--- src/rtl/ioctl_upload_reader.sv ---
// ioctl_upload_reader
// ---------------------------------------------------------------------------
// Answers HPS upload read strobes (ioctl_rd) with 16-bit words fetched from
// the emulator memory bus through a req/ack handshake. A one-word prefetch
// buffer holds the word at the expected next address P, so sequential reads
// are served from the buffer. ioctl_wait is high while the word is not ready.
// A fetch with no ack after TIMEOUT cycles completes with FILL_WORD and sets
// the sticky upload_err flag.
//
// Ports:
//   clk_sys       system clock, rising edge
//   reset         asynchronous active-high reset
//   ioctl_upload  upload session active (level)
//   ioctl_rd      single-cycle read strobe from the HPS
//   ioctl_addr    byte address of the requested word (bit 0 ignored)
//   ioctl_din     word returned to the HPS
//   ioctl_wait    HPS stalls while high
//   mem_req       memory read request, held until ack or timeout
//   mem_addr      memory word address, stable while mem_req is high
//   mem_ack       single-cycle ack; mem_rdata valid in the same cycle
//   mem_rdata     memory read data
//   upload_err    sticky timeout flag for the current session
// ---------------------------------------------------------------------------
module ioctl_upload_reader #(
  parameter int          MEM_AW    = 23,
  parameter int          TIMEOUT   = 255,
  parameter logic [15:0] FILL_WORD = 16'hFFFF
) (
  input  logic              clk_sys,
  input  logic              reset,
  input  logic              ioctl_upload,
  input  logic              ioctl_rd,
  input  logic [24:0]       ioctl_addr,
  output logic [15:0]       ioctl_din,
  output logic              ioctl_wait,
  output logic              mem_req,
  output logic [MEM_AW-1:0] mem_addr,
  input  logic              mem_ack,
  input  logic [15:0]       mem_rdata,
  output logic              upload_err
);

  // The counter only needs to reach TIMEOUT-1: the fetch is abandoned in the
  // cycle where it would step onto TIMEOUT.
  localparam int            CW       = (TIMEOUT < 2) ? 1 : $clog2(TIMEOUT);
  localparam logic [CW-1:0] CNT_LAST = CW'(TIMEOUT - 1);

  typedef enum logic [2:0] {
    ST_IDLE,
    ST_PREFETCH,
    ST_READY,
    ST_DEMAND,
    ST_DRAIN
  } state_t;

  state_t              state_q, state_d;
  logic [15:0]         din_q, din_d;
  logic                wait_q, wait_d;
  logic                req_q, req_d;
  logic [MEM_AW-1:0]   addr_q, addr_d;
  logic                err_q, err_d;
  logic [15:0]         buf_q, buf_d;
  logic                buf_valid_q, buf_valid_d;
  logic [MEM_AW-1:0]   p_q, p_d;
  logic [CW-1:0]       cnt_q, cnt_d;
  logic                restart_q, restart_d;
  logic                upload_prev_q;

  logic                upload_rise;
  logic                restart_now;
  logic                timeout_hit;
  logic                fetch_done;
  logic [15:0]         fetch_data;
  logic [MEM_AW-1:0]   rd_word;

  assign upload_rise = ioctl_upload & ~upload_prev_q;
  // A restart seen during a drain stays pending only while upload stays high.
  assign restart_now = ioctl_upload & (restart_q | upload_rise);
  // An ack in the final cycle beats the timeout: real data, no error.
  assign timeout_hit = req_q & ~mem_ack & (cnt_q == CNT_LAST);
  assign fetch_done  = req_q & (mem_ack | timeout_hit);
  assign fetch_data  = mem_ack ? mem_rdata : FILL_WORD;
  assign rd_word     = ioctl_addr[MEM_AW:1];

  // Address bits outside the word address are deliberately ignored.
  generate
    if (MEM_AW < 24) begin : g_unused_hi
      logic unused_addr_bits;
      assign unused_addr_bits = ^{ioctl_addr[24:MEM_AW+1], ioctl_addr[0]};
    end else begin : g_unused_lo
      logic unused_addr_bits;
      assign unused_addr_bits = ioctl_addr[0];
    end
  endgenerate

  always_comb begin
    state_d     = state_q;
    din_d       = din_q;
    wait_d      = wait_q;
    req_d       = req_q;
    addr_d      = addr_q;
    err_d       = err_q;
    buf_d       = buf_q;
    buf_valid_d = buf_valid_q;
    p_d         = p_q;
    restart_d   = restart_q;
    // Every new request starts from a cycle with req low or a completed
    // fetch, so the counter is always zero when mem_req (re)starts.
    cnt_d       = (req_q && !fetch_done) ? cnt_q + CW'(1) : '0;

    if ((state_q inside {ST_PREFETCH, ST_READY, ST_DEMAND}) && !ioctl_upload) begin
      // Session ended: release the HPS at once. An outstanding fetch must
      // still be finished on the memory side, so it is drained.
      wait_d      = 1'b0;
      buf_valid_d = 1'b0;
      restart_d   = 1'b0;
      if (req_q && !fetch_done) begin
        state_d = ST_DRAIN;
      end else begin
        req_d   = 1'b0;
        state_d = ST_IDLE;
      end
    end else begin
      case (state_q)
        ST_IDLE: begin
          restart_d = 1'b0;
          if (upload_rise) begin
            state_d     = ST_PREFETCH;
            p_d         = '0;
            addr_d      = '0;
            req_d       = 1'b1;
            wait_d      = 1'b1;
            err_d       = 1'b0;
            buf_valid_d = 1'b0;
          end
        end

        ST_PREFETCH: begin
          if (fetch_done) begin
            buf_d       = fetch_data;
            buf_valid_d = 1'b1;
            req_d       = 1'b0;
            wait_d      = 1'b0;
            if (timeout_hit) err_d = 1'b1;
            state_d     = ST_READY;
          end
        end

        ST_READY: begin
          if (ioctl_rd && !wait_q && buf_valid_q) begin
            req_d       = 1'b1;
            wait_d      = 1'b1;
            buf_valid_d = 1'b0;
            if (rd_word == p_q) begin
              din_d   = buf_q;
              p_d     = p_q + MEM_AW'(1);
              addr_d  = p_q + MEM_AW'(1);
              state_d = ST_PREFETCH;
            end else begin
              addr_d  = rd_word;
              state_d = ST_DEMAND;
            end
          end
        end

        ST_DEMAND: begin
          // The prefetch of the following word goes out back-to-back; the
          // HPS keeps waiting until that word is buffered.
          if (fetch_done) begin
            din_d   = fetch_data;
            if (timeout_hit) err_d = 1'b1;
            p_d     = addr_q + MEM_AW'(1);
            addr_d  = addr_q + MEM_AW'(1);
            req_d   = 1'b1;
            state_d = ST_PREFETCH;
          end
        end

        ST_DRAIN: begin
          // Drained data is dropped and a drain timeout is not an error.
          restart_d = restart_now;
          wait_d    = restart_now;
          if (fetch_done) begin
            restart_d = 1'b0;
            if (restart_now) begin
              state_d     = ST_PREFETCH;
              p_d         = '0;
              addr_d      = '0;
              req_d       = 1'b1;
              wait_d      = 1'b1;
              err_d       = 1'b0;
              buf_valid_d = 1'b0;
            end else begin
              req_d   = 1'b0;
              state_d = ST_IDLE;
            end
          end
        end

        default: begin
          state_d = ST_IDLE;
          req_d   = 1'b0;
          wait_d  = 1'b0;
        end
      endcase
    end
  end

  always_ff @(posedge clk_sys or posedge reset) begin
    if (reset) begin
      state_q       <= ST_IDLE;
      din_q         <= '0;
      wait_q        <= 1'b0;
      req_q         <= 1'b0;
      addr_q        <= '0;
      err_q         <= 1'b0;
      buf_q         <= '0;
      buf_valid_q   <= 1'b0;
      p_q           <= '0;
      cnt_q         <= '0;
      restart_q     <= 1'b0;
      upload_prev_q <= 1'b0;
    end else begin
      state_q       <= state_d;
      din_q         <= din_d;
      wait_q        <= wait_d;
      req_q         <= req_d;
      addr_q        <= addr_d;
      err_q         <= err_d;
      buf_q         <= buf_d;
      buf_valid_q   <= buf_valid_d;
      p_q           <= p_d;
      cnt_q         <= cnt_d;
      restart_q     <= restart_d;
      upload_prev_q <= ioctl_upload;
    end
  end

  assign ioctl_din  = din_q;
  assign ioctl_wait = wait_q;
  assign mem_req    = req_q;
  assign mem_addr   = addr_q;
  assign upload_err = err_q;

endmodule

--- config.mk ---
export PLATFORM = sky130hd
export DESIGN_NAME = ioctl_upload_reader
export DESIGN_NICKNAME = d
export VERILOG_FILES = /design/src/rtl/ioctl_upload_reader.sv
export SDC_FILE = /design/constraint.sdc
export NUM_CORES = 1
export LEC_CHECK = 0
export CAP_MARGIN = 40
export CORE_ASPECT_RATIO = 0.6
export CORE_UTILIZATION = 50
export DETAILED_ROUTE_END_ITERATION = 8
export DONT_BUFFER_PORTS = 1
export GPL_TIMING_DRIVEN = 0
export HOLD_SLACK_MARGIN = 0.03
export PLACE_DENSITY = 0.66
export SYNTH_ARGS = -nofsm -noshare
export SYNTH_HDL_FRONTEND = slang
export SYNTH_SLANG_ARGS = --single-unit
--- constraint.sdc ---
create_clock -name clk_sys -period 3.3 [get_ports clk_sys]
set_input_delay 0.66 -clock clk_sys [delete_from_list [all_inputs] [get_ports clk_sys]]
set_output_delay 0.66 -clock clk_sys [all_outputs]
set_load 0.02 [all_outputs]
### Word-level counts from Yosys, hierarchy flattened

Cells that the tools add are included.

| storage, ports and cells | value |
|---|---|
| logic and storage cells | 121 |
| flip-flop bits (word level) | 95 |
| input bits | 46 |
| output and inout port bits | 42 |

| cells by class | value |
|---|---|
| mux-type cells | 50 |
| reductions and logical operators | 24 |
| equality and inequality tests | 22 |
| $add $sub $neg | 3 |
| bitwise gates (word level) | 10 |

Operators by type and width:

| operator | number |
|---|---|
| $mux 23 | 8 |
| $pmux 23 s4 | 2 |
| $mux 16 | 4 |
| $add 23x1->23 const B | 2 |
| $pmux 16 s2 | 1 |
| $eq 23x23->1 | 1 |
| $mux 3 | 7 |
| $mux 1 | 20 |
| $pmux 3 s5 | 1 |
| $reduce_and 7->1 | 2 |
| $reduce_and 6->1 | 2 |
| $ne 2x1->1 const B | 5 |
| $ne 2x2->1 const B | 5 |
| $pmux 1 s5 | 2 |
| $reduce_and 5->1 | 2 |
| $ne 3x3->1 const B | 3 |
| $reduce_bool 3->1 | 3 |
| $add 8x1->8 const B | 1 |
| $eq 8x8->1 const B | 1 |
| $mux 8 | 1 |
| $reduce_and 8->1 | 1 |
| $eq 3x2->1 const B | 2 |
| $ne 3x2->1 const B | 2 |
| $and 1x1->1 | 5 |
| other kinds (18) | 26 |

### Logic depth before layout (Yosys ltp)

| logic depth | value |
|---|---|
| depth in word-level cells | 9 |
| mapped depth | 10 |
| depth with buffers taken out | 8 |

### Worst setup path before layout

OpenSTA, ideal clock, no wires.

| path | value |
|---|---|
| path kind | in2reg |
| start point | input port mem_ack |
| end point | register p_q[20] |
| setup slack | 0.892 ns |
| data required time | 3.175 ns |
| buffers on the path | 2 |
| stages | 8 |
| data arrival time | 2.283 ns |
| setup time | 0.125 ns |
| path through | clkbuf_1 > nand2_1 > o21a_1 > a221oi_2 > nand2_2 > nor2_4 > buf_4 > mux2_2 |

| on the way | value |
|---|---|
| cells in the longest elaborated chain, start to end | 7 |
| elaborated cells between the ends (all ways) | 8 |
| classes of those cells | eq/ne: 2; bitwise: 5; reduce/logical: 1 |

RTL lines:

| what | line | text |
|---|---|---|
| from (decl) | 38 | `input logic mem_ack,` |
| $not 1->1 | 80 | `assign timeout_hit = req_q & ~mem_ack & (cnt_q == CNT_LAST);` |
| $and 1x1->1 (2 in a row) | 80 |  |
| $or 1x1->1 * | 81 | `assign fetch_done = req_q & (mem_ack \| timeout_hit);` |
| $and 1x1->1 * | 81 |  |
| $ne 2x2->1 (no source line) | n/a |  |
| $reduce_and 8->1 (no source line) * | n/a |  |
| to (signal assigned) | 232 | `p_q <= p_d;` |
| to (decl) | 64 | `logic [MEM_AW-1:0] p_q, p_d;` |

Every way passes the cells marked *; elsewhere a longest branch is shown, timed or not.
A chain may end at the register's enable or synchronous reset.

### Worst setup path after layout

| path | value |
|---|---|
| start point | register state_q[1] |
| end point | register addr_q[3] (netlist: mem_addr[3]) |

| on the way | value |
|---|---|
| cells in the longest elaborated chain, start to end | 5 |
| elaborated cells between the ends (all ways) | 16 |
| classes of those cells | eq/ne: 9; mux: 1; bitwise: 1; reduce/logical: 5 |

RTL lines:

| what | line | text |
|---|---|---|
| from (decl) | 56 | `state_t state_q, state_d;` |
| from (signal assigned) | 224 | `state_q <= state_d;` |
| $eq 3x1->1 or $eq 3x2->1 (tied branches) | 111, 124 |  |
| $reduce_bool 3->1 | 111 | `if ((state_q inside {ST_PREFETCH, ST_READY, ST_DEMAND}) && !ioctl_upload) begin` |
| $logic_and 1x1->1 | 111 |  |
| $not 1->1 (no source line) | n/a |  |
| $reduce_and 7->1 (no source line) | n/a |  |
| to (signal assigned) | 228 | `addr_q <= addr_d;` |
| to (decl) | 60 | `logic [MEM_AW-1:0] addr_q, addr_d;` |

Parallel ways exist; a longest one is shown, timed or not.

==> results.json <==
{
  "root_buffer": "clkbuf_16",
  "synth-warning-count": 0,
  "min_period_ns": 3.01,
  "path_cells": "clkbuf_1 -> nor3b_1 -> clkbuf_1 -> nand2_1 -> o221ai_1",
  "arrival_ns": 3.27,
  "seq_power_share": 0.403,
  "vias": 5396,
  "fin_skew_ns": 0.0115,
  "synth_top_area_cell": "dfrtp_1",
  "io_pins": 88,
  "cellPowerDensity_mw_per_mm2": 847,
  "fin_crit_sh": 0.912,
  "grt_overflow": 0,
  "nets": 735,
  "vias_per_cell": 6.35,
  "crit_family": "simple AND/OR/NAND/NOR gates",
  "max_slew.worst_pin.slew_ns": 0.881,
  "hold_viol_final": 0,
  "grt_use_total": 0.300,
  "wl_met1_um": 8460,
  "worstSetupPathType": "register to register",
  "route.met2.wl_um": 7100,
  "cpMaxStageDelayCell": "nor3b_1",
  "numCtsBuffers": 9,
  "grt_pass1_vias": 4846,
  "final_common_cell": "dfrtp_1",
  "leakage_uw": 0.00266,
  "final_core_util": 0.571,
  "n_fill_cell": 1043,
  "die_y_um": 86.9,
  "cts_tree": "yes",
  "first_iter_violations": 631,
  "yosys_most_used_dff": "dfrtp_1",
  "top_layer_used": "met4",
  "critPathMaxStageDelay_ns": 0.78,
  "p_switching_uw": 2600,
  "design.core.area_mm2": 0.0115,
  "p_clk_frac": 0.203,
  "async_flop_share": 1.00,
  "end_kind": "register",
  "cts_num_sinks": 95,
  "ant_nets": 0,
  "finalSetupViolCount": 0,
  "syn-num-nets": 722,
  "wire_per_inst_um": 21.3,
  "hp-class": "input pin to asynchronous set/reset pin",
  "swShare": 0.469,
  "drt_wl_total_um": 18100,
  "synth_top_area_frac": 0.396,
  "layout_common_cells": "dfrtp_1, nand2_1, o21ai_0",
  "synth_edf_count": 0,
  "gp_congestion": 0.978,
  "avgSynthCellArea_um2": 8.94,
  "hold_buffers": 0,
  "maxSlewViolCount": 0,
  "fmax_mhz": 332,
  "numPortBuffers": 0,
  "ys_ff_latch": 95,
  "grt_pass1_wl_um": 27800,
  "relSlewSlack": 0.407,
  "initial_utilization": 0.523,
  "dp_hpwl_um": 13300,
  "cts_resized": 0,
  "p_int_uw": 2950,
  "netlist_instances": 672,
  "n_antenna_cell": 0,
  "final_cells": 850,
  "drc": 0,
  "drt_first_pass_iters": 7,
  "rows": 30,
  "cts_htree_levels": 3,
  "start_kind": "register",
  "ir_drop_mv": 0.412,
  "ys_types": 60,
  "synth_area_leaders": "dfrtp_1, xnor2_1, o21ai_0, nand2_1, nor2_1",
  "clk_pin_slew_ns": 0.08,
  "grt_antenna_before_repair": 1,
  "cts_setup_buffers": 0,
  "cap_violations": 0,
  "cp.required_ns": 3.56,
  "dieWidth_um": 143,
  "critPathMaxFanout": 10,
  "dp.cells": 834,
  "die-area_mm2": 0.0125,
  "clk_path_buf_depth": 2,
  "grt_max_degree": 67,
  "met3RoutedLength_um": 2310,
  "synth_area_mm2": 0.00600,
  "cp_common_cell": "clkbuf_1",
  "drive_above_1_share": 0.0971,
  "clock_latency_ns": 0.35,
  "critPathBufInv": 2,
  "synth-seq-area-share": 0.396,
  "rsz0062_at_grt": "no",
  "area_growth_pct": 9.17,
  "power_frac_comb": 0.395,
  "status": "completed"
}
## area by class of cell
| cell class | instances | area, um^2 | area share |
|---|---|---|---|
| buffer | 45 | 229 | 0.0349 |
| clock buffer | 10 | 239 | 0.0365 |
| clock inverter | 6 | 76.3 | 0.0116 |
| inverter | 14 | 55.1 | 0.00840 |
| multi-input combinational | 518 | 3350 | 0.510 |
| sequential | 95 | 2380 | 0.363 |
| tap | 160 | 200 | 0.0305 |
| timing repair buffer | 2 | 32.5 | 0.00496 |
## cell usage after synthesis, types with 8 or more instances
cell type  instances
o32ai_1            8
xnor2_1           42
clkbuf_1          31
mux2_1            13
dfrtp_1           95
inv_1             14
nor2_1            58
nor3_1            13
xor2_1            24
mux2_2            17
nor2b_1           17
nand2_1           71
nand4_1           21
a31oi_1           14
and3_1             9
o21ai_0           67
nand3_1           26
o22ai_1           16
## through the flow
stage                     setup TNS (ns)  hold WS (ns)  power (uW)  instance area, um^2  setup slack, ns
after floorplan                        0         0.450        3640                 6000            0.163
after global placement            -96.62         0.464        4270                 6200            -1.03
after detailed placement               0         0.471        4370                 6240            0.222
after CTS                              0         0.202        5500                 6560            0.439
after global routing                   0         0.215        5850                 6560            0.179
final                                  0         0.194        5550                 6560            0.290
## layer usage
| layer | vias up | track usage |
|---|---|---|
| met2 | 328 | 0.387 |
| met5 | - | 0 |
| met3 | 34 | 0.103 |
| met1 | 2602 | 0.463 |
| li1 | 2432 | - |
| met4 | 0 | 0.0793 |
## cells by family (layout without fill, tap and decap cells)
logic type,count (synthesis),in the layout,share of synthesized area
simple gates,248,248,0.211
buf+inv,59,77,0.0469
mux,37,37,0.0679
xor+xnor,66,66,0.0963
compound gates,163,163,0.174
fa+ha+maj,4,4,0.00834
flops,95,95,0.396
## worst paths after layout
kind,start,endpoint,slack (ns),depth (start not counted)
min reg2reg,buf_q[11],buf_q[11],0.48,2
max reg2reg,state_q[1],mem_addr[3],0.29,5
min in group clk_sys,ioctl_upload,upload_prev_q,0.33,0
max in group asynchronous,reset,restart_q,2.45,2
min,reset,mem_addr[18],0.19,1
max,state_q[1],mem_addr[3],0.29,5
## state kept, by name (all words and copies together) (netlist names)
signal and cells:
upload_err 1, mem_addr 23, ioctl_wait 1, buf_valid_q 1
ioctl_din 16, cnt_q 8, buf_q 16, mem_req 1
upload_prev_q 1, restart_q 1, p_q 23, state_q 3
## power groups by stage
stage | logic, uW | clock network [uW] | registers [uW]
global route | 2380 | 1180 | 2290
finish | 2190 | 1130 | 2240
global placement | 2040 | 0 | 2230
CTS | 2130 | 1140 | 2230
floorplan | 1520 | 0 | 2120
detailed placement | 2120 | 0 | 2250
No activity file was read; power rests on OpenSTA's default activity.
